[config.mk]
export PLATFORM = sky130hd
export DESIGN_NAME = ppu_vram_ctrl
export DESIGN_NICKNAME = d
export VERILOG_FILES = /design/src/rtl/ppu_vram_ctrl.sv
export SDC_FILE = /design/constraint.sdc
export NUM_CORES = 1
export LEC_CHECK = 0
export CAP_MARGIN = 20
export CELL_PAD_IN_SITES_DETAIL_PLACEMENT = 1
export CELL_PAD_IN_SITES_GLOBAL_PLACEMENT = 1
export CORE_MARGIN = 2
export CORE_UTILIZATION = 39
export CTS_CLUSTER_SIZE = 16
export DETAILED_ROUTE_END_ITERATION = 8
export PLACE_DENSITY = 0.95
export SETUP_SLACK_MARGIN = 0.02
export SLEW_MARGIN = 25
export SYNTH_ARGS = -nofsm -noshare
export SYNTH_HDL_FRONTEND = slang
export SYNTH_SLANG_ARGS = --single-unit
[constraint.sdc]
create_clock -name clk -period 5.1 [get_ports clk]
set_input_delay 1.02 -clock clk [delete_from_list [all_inputs] [get_ports clk]]
set_output_delay 1.02 -clock clk [all_outputs]
set_load 0.02 [all_outputs]
[src/rtl/ppu_vram_ctrl.sv]
// ============================================================================
// ppu_vram_ctrl : PPU VRAM address registers (v/t/fine x/w) and bus sequencer
// Optional: PPU_PAL_READ_BYPASS_EN (palette reads bypass the $2007 buffer)
// Revision: 1.0
// ============================================================================
`default_nettype none

module ppu_vram_ctrl #(
  parameter int RD_LATENCY = 1
) (
  input  logic        clk,
  input  logic        rst,
  input  logic [2:0]  reg_sel,
  input  logic        reg_wr,
  input  logic        reg_rd,
  input  logic [7:0]  reg_din,
  output logic [7:0]  rd_data,
  input  logic        inc32,
  input  logic        rend,
  input  logic        inc_cx,
  input  logic        inc_y,
  input  logic        return00,
  input  logic        fetch_attr,
  input  logic        fetch_chr,
  input  logic [12:0] pattern_idx,
  output logic [2:0]  fine_x,
  output logic [1:0]  attr_o,
  output logic [13:0] vram_addr,
  output logic        vram_rd,
  output logic        vram_wr,
  output logic [7:0]  vram_dout,
  input  logic [7:0]  vram_din,
  input  logic [7:0]  pal_rdata,
  output logic        busy
);

  localparam logic [1:0] c_IDLE     = 2'd0;
  localparam logic [1:0] c_ACC      = 2'd1;
  localparam logic [1:0] c_DONE     = 2'd2;
  localparam logic [1:0] c_LAT_LAST = 2'(RD_LATENCY - 1);

  logic [14:0] r_v, r_t;
  logic        r_w;
  logic [2:0]  r_fine_x;
  logic [7:0]  r_buf;
  logic [1:0]  r_state;
  logic        r_op_wr, r_pal, r_incy_d;
  logic [7:0]  r_wdata;
  logic [1:0]  r_lat;

  logic        w_acc2007, w_start, w_glitch, w_copy6, w_pal_hit;
  logic        w_do_cx, w_do_y, w_hcopy, w_vcopy;
  logic [14:0] w_t_nxt, w_v_inc, w_v_nxt;
  logic        w_w_nxt;
  logic [2:0]  w_fx_nxt;

  assign busy      = (r_state != c_IDLE);
  assign w_acc2007 = (reg_wr || reg_rd) && (reg_sel == 3'd7);
  assign w_start   = w_acc2007 && !busy && !rend;
  assign w_glitch  = w_acc2007 && !busy && rend;
  assign w_copy6   = reg_wr && (reg_sel == 3'd6) && r_w;
  assign fine_x    = r_fine_x;
  assign vram_dout = r_wdata;

`ifdef PPU_PAL_READ_BYPASS_EN
  assign w_pal_hit = w_start && reg_rd && !reg_wr && (r_v[13:8] == 6'h3F);
  assign rd_data   = w_pal_hit ? pal_rdata : r_buf;
`else
  logic w_unused_pal;
  assign w_unused_pal = ^pal_rdata;
  assign w_pal_hit    = 1'b0;
  assign rd_data      = r_buf;
`endif

  // CPU register writes into t / fine x / write toggle
  always_comb begin
    w_t_nxt  = r_t;
    w_w_nxt  = r_w;
    w_fx_nxt = r_fine_x;
    if (reg_wr) begin
      case (reg_sel)
        3'd0: w_t_nxt[11:10] = reg_din[1:0];
        3'd5: begin
          if (!r_w) begin
            w_t_nxt[4:0] = reg_din[7:3];
            w_fx_nxt     = reg_din[2:0];
            w_w_nxt      = 1'b1;
          end else begin
            w_t_nxt[14:12] = reg_din[2:0];
            w_t_nxt[9:5]   = reg_din[7:3];
            w_w_nxt        = 1'b0;
          end
        end
        3'd6: begin
          if (!r_w) begin
            w_t_nxt[13:8] = reg_din[5:0];
            w_t_nxt[14]   = 1'b0;
            w_w_nxt       = 1'b1;
          end else begin
            w_t_nxt[7:0] = reg_din;
            w_w_nxt      = 1'b0;
          end
        end
        default: ;
      endcase
    end
    if (reg_rd && (reg_sel == 3'd2)) w_w_nxt = 1'b0;
  end

  // v next-state: only the highest-priority source applies, except cx+y together
  always_comb begin
    w_do_cx = rend && (inc_cx || w_glitch);
    w_do_y  = rend && (inc_y || w_glitch);
    w_hcopy = rend && r_incy_d;
    w_vcopy = rend && return00;
    w_v_inc = r_v;
    if (w_do_cx) begin
      if (r_v[4:0] == 5'd31) begin
        w_v_inc[4:0] = 5'd0;
        w_v_inc[10]  = ~r_v[10];
      end else begin
        w_v_inc[4:0] = r_v[4:0] + 5'd1;
      end
    end
    if (w_do_y) begin
      if (r_v[14:12] != 3'd7) begin
        w_v_inc[14:12] = r_v[14:12] + 3'd1;
      end else begin
        w_v_inc[14:12] = 3'd0;
        if (r_v[9:5] == 5'd29) begin
          w_v_inc[9:5] = 5'd0;
          w_v_inc[11]  = ~r_v[11];
        end else if (r_v[9:5] == 5'd31) begin
          w_v_inc[9:5] = 5'd0;
        end else begin
          w_v_inc[9:5] = r_v[9:5] + 5'd1;
        end
      end
    end
    w_v_nxt = w_v_inc;
    if (w_copy6) begin
      w_v_nxt = w_t_nxt;
    end else if (r_state == c_DONE) begin
      w_v_nxt = r_v + (inc32 ? 15'd32 : 15'd1);
    end else if (w_hcopy || w_vcopy) begin
      w_v_nxt = r_v;
      if (w_hcopy) begin
        w_v_nxt[10]  = r_t[10];
        w_v_nxt[4:0] = r_t[4:0];
      end
      if (w_vcopy) begin
        w_v_nxt[14:11] = r_t[14:11];
        w_v_nxt[9:5]   = r_t[9:5];
      end
    end
  end

  // Bus mux: a CPU access in flight owns the bus even if rendering has started
  always_comb begin
    vram_addr = r_v[13:0];
    vram_rd   = 1'b0;
    vram_wr   = 1'b0;
    if (r_state == c_ACC) begin
      vram_addr = r_pal ? (r_v[13:0] - 14'h1000) : r_v[13:0];
      vram_wr   = r_op_wr;
      vram_rd   = !r_op_wr;
    end else if ((r_state == c_IDLE) && rend) begin
      vram_rd = 1'b1;
      if (fetch_chr)
        vram_addr = {1'b0, pattern_idx};
      else if (fetch_attr)
        vram_addr = {2'b10, r_v[11:10], 4'b1111, r_v[9:7], r_v[4:2]};
      else
        vram_addr = {2'b10, r_v[11:0]};
    end
  end

  always_comb begin
    case ({r_v[6], r_v[1]})
      2'd0:    attr_o = vram_din[1:0];
      2'd1:    attr_o = vram_din[3:2];
      2'd2:    attr_o = vram_din[5:4];
      default: attr_o = vram_din[7:6];
    endcase
  end

  always_ff @(posedge clk) begin
    if (rst) begin
      r_v      <= 15'd0;
      r_t      <= 15'd0;
      r_w      <= 1'b0;
      r_fine_x <= 3'd0;
      r_buf    <= 8'd0;
      r_state  <= c_IDLE;
      r_op_wr  <= 1'b0;
      r_pal    <= 1'b0;
      r_wdata  <= 8'd0;
      r_lat    <= 2'd0;
      r_incy_d <= 1'b0;
    end else begin
      r_v      <= w_v_nxt;
      r_t      <= w_t_nxt;
      r_w      <= w_w_nxt;
      r_fine_x <= w_fx_nxt;
      r_incy_d <= rend && inc_y;
      case (r_state)
        c_IDLE: begin
          if (w_start) begin
            r_state <= c_ACC;
            r_op_wr <= reg_wr;
            r_wdata <= reg_din;
            r_pal   <= w_pal_hit;
            r_lat   <= 2'd0;
          end
        end
        c_ACC: begin
          if (r_op_wr || (r_lat == c_LAT_LAST)) r_state <= c_DONE;
          else                                  r_lat   <= r_lat + 2'd1;
        end
        c_DONE: begin
          if (!r_op_wr) r_buf <= vram_din;
          r_pal   <= 1'b0;
          r_state <= c_IDLE;
        end
        default: r_state <= c_IDLE;
      endcase
    end
  end

endmodule

`default_nettype wire

Word level (Yosys, flattened, before mapping) --
Index checks and enable logic that the tools add are counted.
Operators by class: add/subtract/negate cells 6, $mul 0, div/mod/pow operators 0, magnitude comparators 0, equality and inequality tests 18, shift-type cells 0, mux-type cells 47, bitwise gates (word level) 4, reductions and logical operators 46
Operators by type and width (number):
- $mux W15 | 4
- $mux W14 | 4
- $mux W5 | 10
- $pmux W10 S2 | 1
- $reduce_bool A4 Y1 | 4
- $add A15 B6 Y15 | 1
- $eq A5 B5 Y1 const B | 3
- $reduce_and A2 Y1 | 7
- $sub A14 B13 Y14 const B | 1
- $logic_and A1 B1 Y1 | 13
- $pmux W2 S2 | 3
- $reduce_and A3 Y1 | 4
- $add A5 B1 Y5 const B | 2
- $mux W1 | 10
- $mux W10 | 1
- $eq A3 B3 Y1 const B | 3
- $mux W2 | 4
- $mux W4 | 2
- $mux W8 | 1
- $ne A4 B4 Y1 const B | 2
- $mux W7 | 1
- $logic_not A2 Y1 | 3
- $mux W3 | 2
- $mux W6 | 1
- other kinds (19) | 34
Word-level totals: register bits 57, latch bits 0, memory bits (writable) 0, ROM bits 0, bits of input ports 51, output and inout bits 38, logic and storage cells 136, memories kept 0

Depth between registers and ports, before layout --
depth after elaboration 10, mapped depth 9

Least setup slack after synthesis --
OpenSTA, ideal clock, no wires.
path type input -> output, start input port fetch_chr, end output port vram_addr[0], arrival 2.071 ns, data required time 4.080 ns, path slack 2.009 ns, stages on the path 4, cell sequence clkbuf_1 -> nor2b_1 -> a22oi_1 -> o21ai_0
Between the ends: cells in the longest elaborated chain, start to end 3
RTL lines:
- start: declaration | line 24 | input logic fetch_chr,
- $mux W14 | line 169 | if (fetch_chr)
- $mux W14 | line 167 | end else if ((r_state == c_IDLE) && rend) begin
- $mux W14 | line 163 | if (r_state == c_ACC) begin
- end: declaration | line 28 | output logic [13:0] vram_addr,
No other way between the ends.

Final worst setup path --
start input port rend, end output port vram_addr[10]
Between the ends: cells in the longest elaborated chain, start to end 3
RTL lines:
- start: declaration | line 19 | input logic rend,
- $logic_and A1 B1 Y1 | line 167
- $mux W14 | line 167
- $mux W14 | line 163
No other way between the ends.

==> results.json <==
{
  "final_net_count": 581,
  "drcViolationCount": 0,
  "yosys.cell_types.count": 63,
  "number_of_cells_produced_by_synthesis": 459,
  "cp_data_arrival_time_ns": 3.16,
  "grt_setup_unrepaired": "no",
  "critical-path-max-stage-delay_ns": 0.77,
  "chipHeight_um": 99.9,
  "slew_headroom_pct": 34.9,
  "dpl.hpwl_um": 8850,
  "clkSlewWorstSetupHoldPaths_ns": 0.11,
  "max_freq_ghz": 0.239,
  "p_leak_nw": 1.63,
  "violation_count_after_the_first_detailed_routing_iteration": 207,
  "critPathMaxFanout": 12,
  "power_density_nw_per_um2": 212,
  "worstSetupStartpointType": "input pin",
  "via_per_inst": 6.09,
  "clock_tree_from_tritoncts": "built",
  "timing_max_transition_violations_final": 0,
  "timing.final.hold_violations": 0,
  "place.detailed.instances": 623,
  "cell_with_the_largest_stage_delay_on_the_worst_path": "sky130_fd_sc_hd__clkdlybuf4s50_1",
  "number_of_enable_flip_flop_cells_after_synthesis": 0,
  "ctsLongestPathBuffers": 2,
  "cts_resized": 0,
  "clock_tree.root_cell": "sky130_fd_sc_hd__clkbuf_8",
  "vdd_drop_max_mv": 0.107,
  "place.gp.congestion": 0.861,
  "min_path_type": "reg2reg",
  "critPathMostFrequentCell": "sky130_fd_sc_hd__clkdlybuf4s50_1",
  "final.setup.tns_ns": 0,
  "layout_worst_path_cycle_share_pct": 81.9,
  "wire_per_inst_um": 19.6,
  "grt_start_max_net_pins": 58,
  "synthesis.yosys.warnings": 0,
  "timing.max_cap.violations": 0,
  "crit_type": "in2out",
  "initial_utilization_pct": 39.6,
  "drive_above_1_share_pct": 6.73,
  "gr-total-overflow": 0,
  "type_of_destination_of_the_critical_path": "primary output",
  "io_buffer_count": 80,
  "synthArstFlopShare_pct": 0,
  "detailedRoute.firstPassIterationCount": 4,
  "cts_inserted_buffers": 5,
  "via_count": 3844,
  "synth.top_cell.area_share_pct": 31.2,
  "antenna_found_initial": 0,
  "postRouteAntennaNets": 0,
  "cts_post_setup_buffers_inserted": 0,
  "avgSynthCellArea_um2": 7.82,
  "htree_levels": 2,
  "number_of_global_route_vias_before_repair": 4078,
  "cts_hold_buffers": 0,
  "ios": 89,
  "status": "finished clean",
  "tightest_slew_ns": 0.973,
  "netlist_area_um2": 3590,
  "layout_min_cycle_time_ns": 4.18,
  "synth_nets": 521,
  "clock_latency_at_the_later_pin_of_the_worst_skew_pair_ns": 0.32,
  "grt_first_pass_wirelength_um": 20400,
  "fp.dieW_um": 99.9,
  "synth.largest_area_cell": "sky130_fd_sc_hd__dfxtp_1",
  "finClkSkew_ns": 0.0145,
  "wl_um": 12400,
  "track_usage_pct": 25.2,
  "antennaDiodeCount": 0,
  "areaGrowthSynthToFinish_pct": 26.0,
  "worstPathCellList": "clkdlybuf4s50_1 > and2_1 > nand2_1 > mux2_2 > clkdlybuf4s50_1",
  "layoutNonFillerInstCount": 631,
  "cts.sinks": 56,
  "rows": 35,
  "postSynthRegisterBits": 56,
  "synth_top_flop_cell": "sky130_fd_sc_hd__dfxtp_1",
  "die-area_um2": 9990,
  "core-area_um2": 9060,
  "finalSetupViolations": 0,
  "yosys-top-cells-area": "sky130_fd_sc_hd__dfxtp_1 (31%), sky130_fd_sc_hd__nor2_1 (6.0%), sky130_fd_sc_hd__mux2i_1 (5.9%)",
  "synth.yosys.seq_area_share_pct": 31.2,
  "cp_data_required_time_ns": 4.08
}
## metal layers
layer  global-route usage [%]  part of all wire, %  routed length, um  vias to the layer above
li1                         -                    -                  -                     1805
met1                     31.3                   41               5120                     1888
met2                     45.4                   51               6300                      133
met3                     3.97                  6.4                790                       18
met4                     6.74                  1.5                191                        0
met5                        0                    0                  0                        -
## synth_stat cells, types with 3 or more instances
master / number
sky130_fd_sc_hd__nor2_1: 57
sky130_fd_sc_hd__dfxtp_1: 56
sky130_fd_sc_hd__nand2_1: 51
sky130_fd_sc_hd__a21oi_1: 36
sky130_fd_sc_hd__o21ai_0: 28
sky130_fd_sc_hd__mux2i_1: 21
sky130_fd_sc_hd__clkbuf_1: 18
sky130_fd_sc_hd__a211oi_1: 15
sky130_fd_sc_hd__nand3_1: 15
sky130_fd_sc_hd__a22oi_1: 12
sky130_fd_sc_hd__ha_1: 11
sky130_fd_sc_hd__nor3_1: 10
sky130_fd_sc_hd__buf_2: 9
sky130_fd_sc_hd__inv_1: 9
sky130_fd_sc_hd__o211ai_1: 7
sky130_fd_sc_hd__o21a_1: 7
sky130_fd_sc_hd__xor2_1: 7
sky130_fd_sc_hd__a311oi_1: 6
sky130_fd_sc_hd__mux2_2: 6
sky130_fd_sc_hd__nor2b_1: 6
sky130_fd_sc_hd__and3_1: 4
sky130_fd_sc_hd__nand4_1: 4
sky130_fd_sc_hd__o31ai_1: 4
sky130_fd_sc_hd__a31oi_1: 3
sky130_fd_sc_hd__buf_1: 3
sky130_fd_sc_hd__nand2b_1: 3
sky130_fd_sc_hd__o221ai_1: 3
sky130_fd_sc_hd__o22a_1: 3
sky130_fd_sc_hd__o22ai_1: 3
sky130_fd_sc_hd__xnor2_1: 3
## per-stage QoR
stage / worst slack [ns] / hold WS (ns) / area, um2 / power, W / util, %
after floorplan: 2.01 / 0.468 / 3590 / 0.000600 / -
after global placement: 0.994 / 0.463 / 4430 / 0.000689 / 48.8
after detailed placement: 0.915 / 0.473 / 4430 / 0.000701 / 48.8
after CTS: 0.909 / 0.495 / 4520 / 0.000959 / 49.9
after global routing: 0.769 / 0.514 / 4520 / 0.00100 / 49.9
final: 0.921 / 0.495 / 4520 / 0.000958 / 49.9
## critical path: cells and delay by family
kind / cells / cell delay, ns
buffers and inverters: 2 / 1.37
multiplexers: 1 / 0.29
AND/OR/NAND/NOR: 2 / 0.48
## worst paths after layout
check	from	endpoint	slack (ns)	depth (start not counted)
worst max-delay path	rend	vram_addr[10]	0.92	5
worst min-delay path	r_w	r_t[13]	0.50	1
worst max register to register	r_v[12]	r_v[8]	2.72	8
worst min register to register	r_w	r_t[13]	0.50	1
## area by class of cell
| type | count | area (um2) |
|---|---|---|
| clock buffer | 5 | 68.8 |
| clock inverter | 3 | 22.5 |
| fill | 1115 | 4540 |
| inverter | 9 | 33.8 |
| multi-input combinational | 361 | 2290 |
| sequential | 56 | 1120 |
| tap | 111 | 139 |
| timing repair buffer | 86 | 843 |
## power by group
| part | internal [W] | switching [W] | leakage [nW] |
|---|---|---|---|
| clock network | 0.0000992 | 0.000164 | 0.0485 |
| logic | 0.000104 | 0.000116 | 1.13 |
| registers | 0.000452 | 0.0000232 | 0.454 |
## cells by family (layout without fill, tap and decap cells)
logic type / after synthesis / count (layout) / synth area share, %
AOI/OAI and AO/OA: 145 / 145 / 27.2
xor gates and xnor gates: 10 / 10 / 2.44
adders and majority gates: 11 / 11 / 3.83
buffers and inverters: 42 / 103 / 4.95
DFF: 56 / 56 / 31.2
muxes: 29 / 29 / 8.99
and+or+nand+nor: 166 / 166 / 21.4
## layout by cell type (no fill, tap or decap), types with 5 or more instances in the layout
cell and n:
sky130_fd_sc_hd__a311oi_1 6, sky130_fd_sc_hd__o21a_1 7, sky130_fd_sc_hd__inv_1 9, sky130_fd_sc_hd__clkdlybuf4s50_1 79
sky130_fd_sc_hd__clkbuf_8 5, sky130_fd_sc_hd__ha_1 11, sky130_fd_sc_hd__mux2i_1 21, sky130_fd_sc_hd__o211ai_1 7
sky130_fd_sc_hd__o21ai_0 28, sky130_fd_sc_hd__dfxtp_1 56, sky130_fd_sc_hd__nor2b_1 6, sky130_fd_sc_hd__a21oi_1 36
sky130_fd_sc_hd__nand3_1 15, sky130_fd_sc_hd__a22oi_1 12, sky130_fd_sc_hd__xor2_1 7, sky130_fd_sc_hd__nor2_1 56
sky130_fd_sc_hd__nor3_1 10, sky130_fd_sc_hd__a211oi_1 15, sky130_fd_sc_hd__nand2_1 51, sky130_fd_sc_hd__mux2_2 6
sky130_fd_sc_hd__buf_4 7
## sequential cells by signal (all words and copies together) (netlist names)
register   count
r_t           15
r_v           15
rd_data        8
vram_dout      8
fine_x         3
r_lat          2
r_state        2
r_incy_d       1
r_op_wr        1
r_w            1
Power figures use the tool's default switching activity.
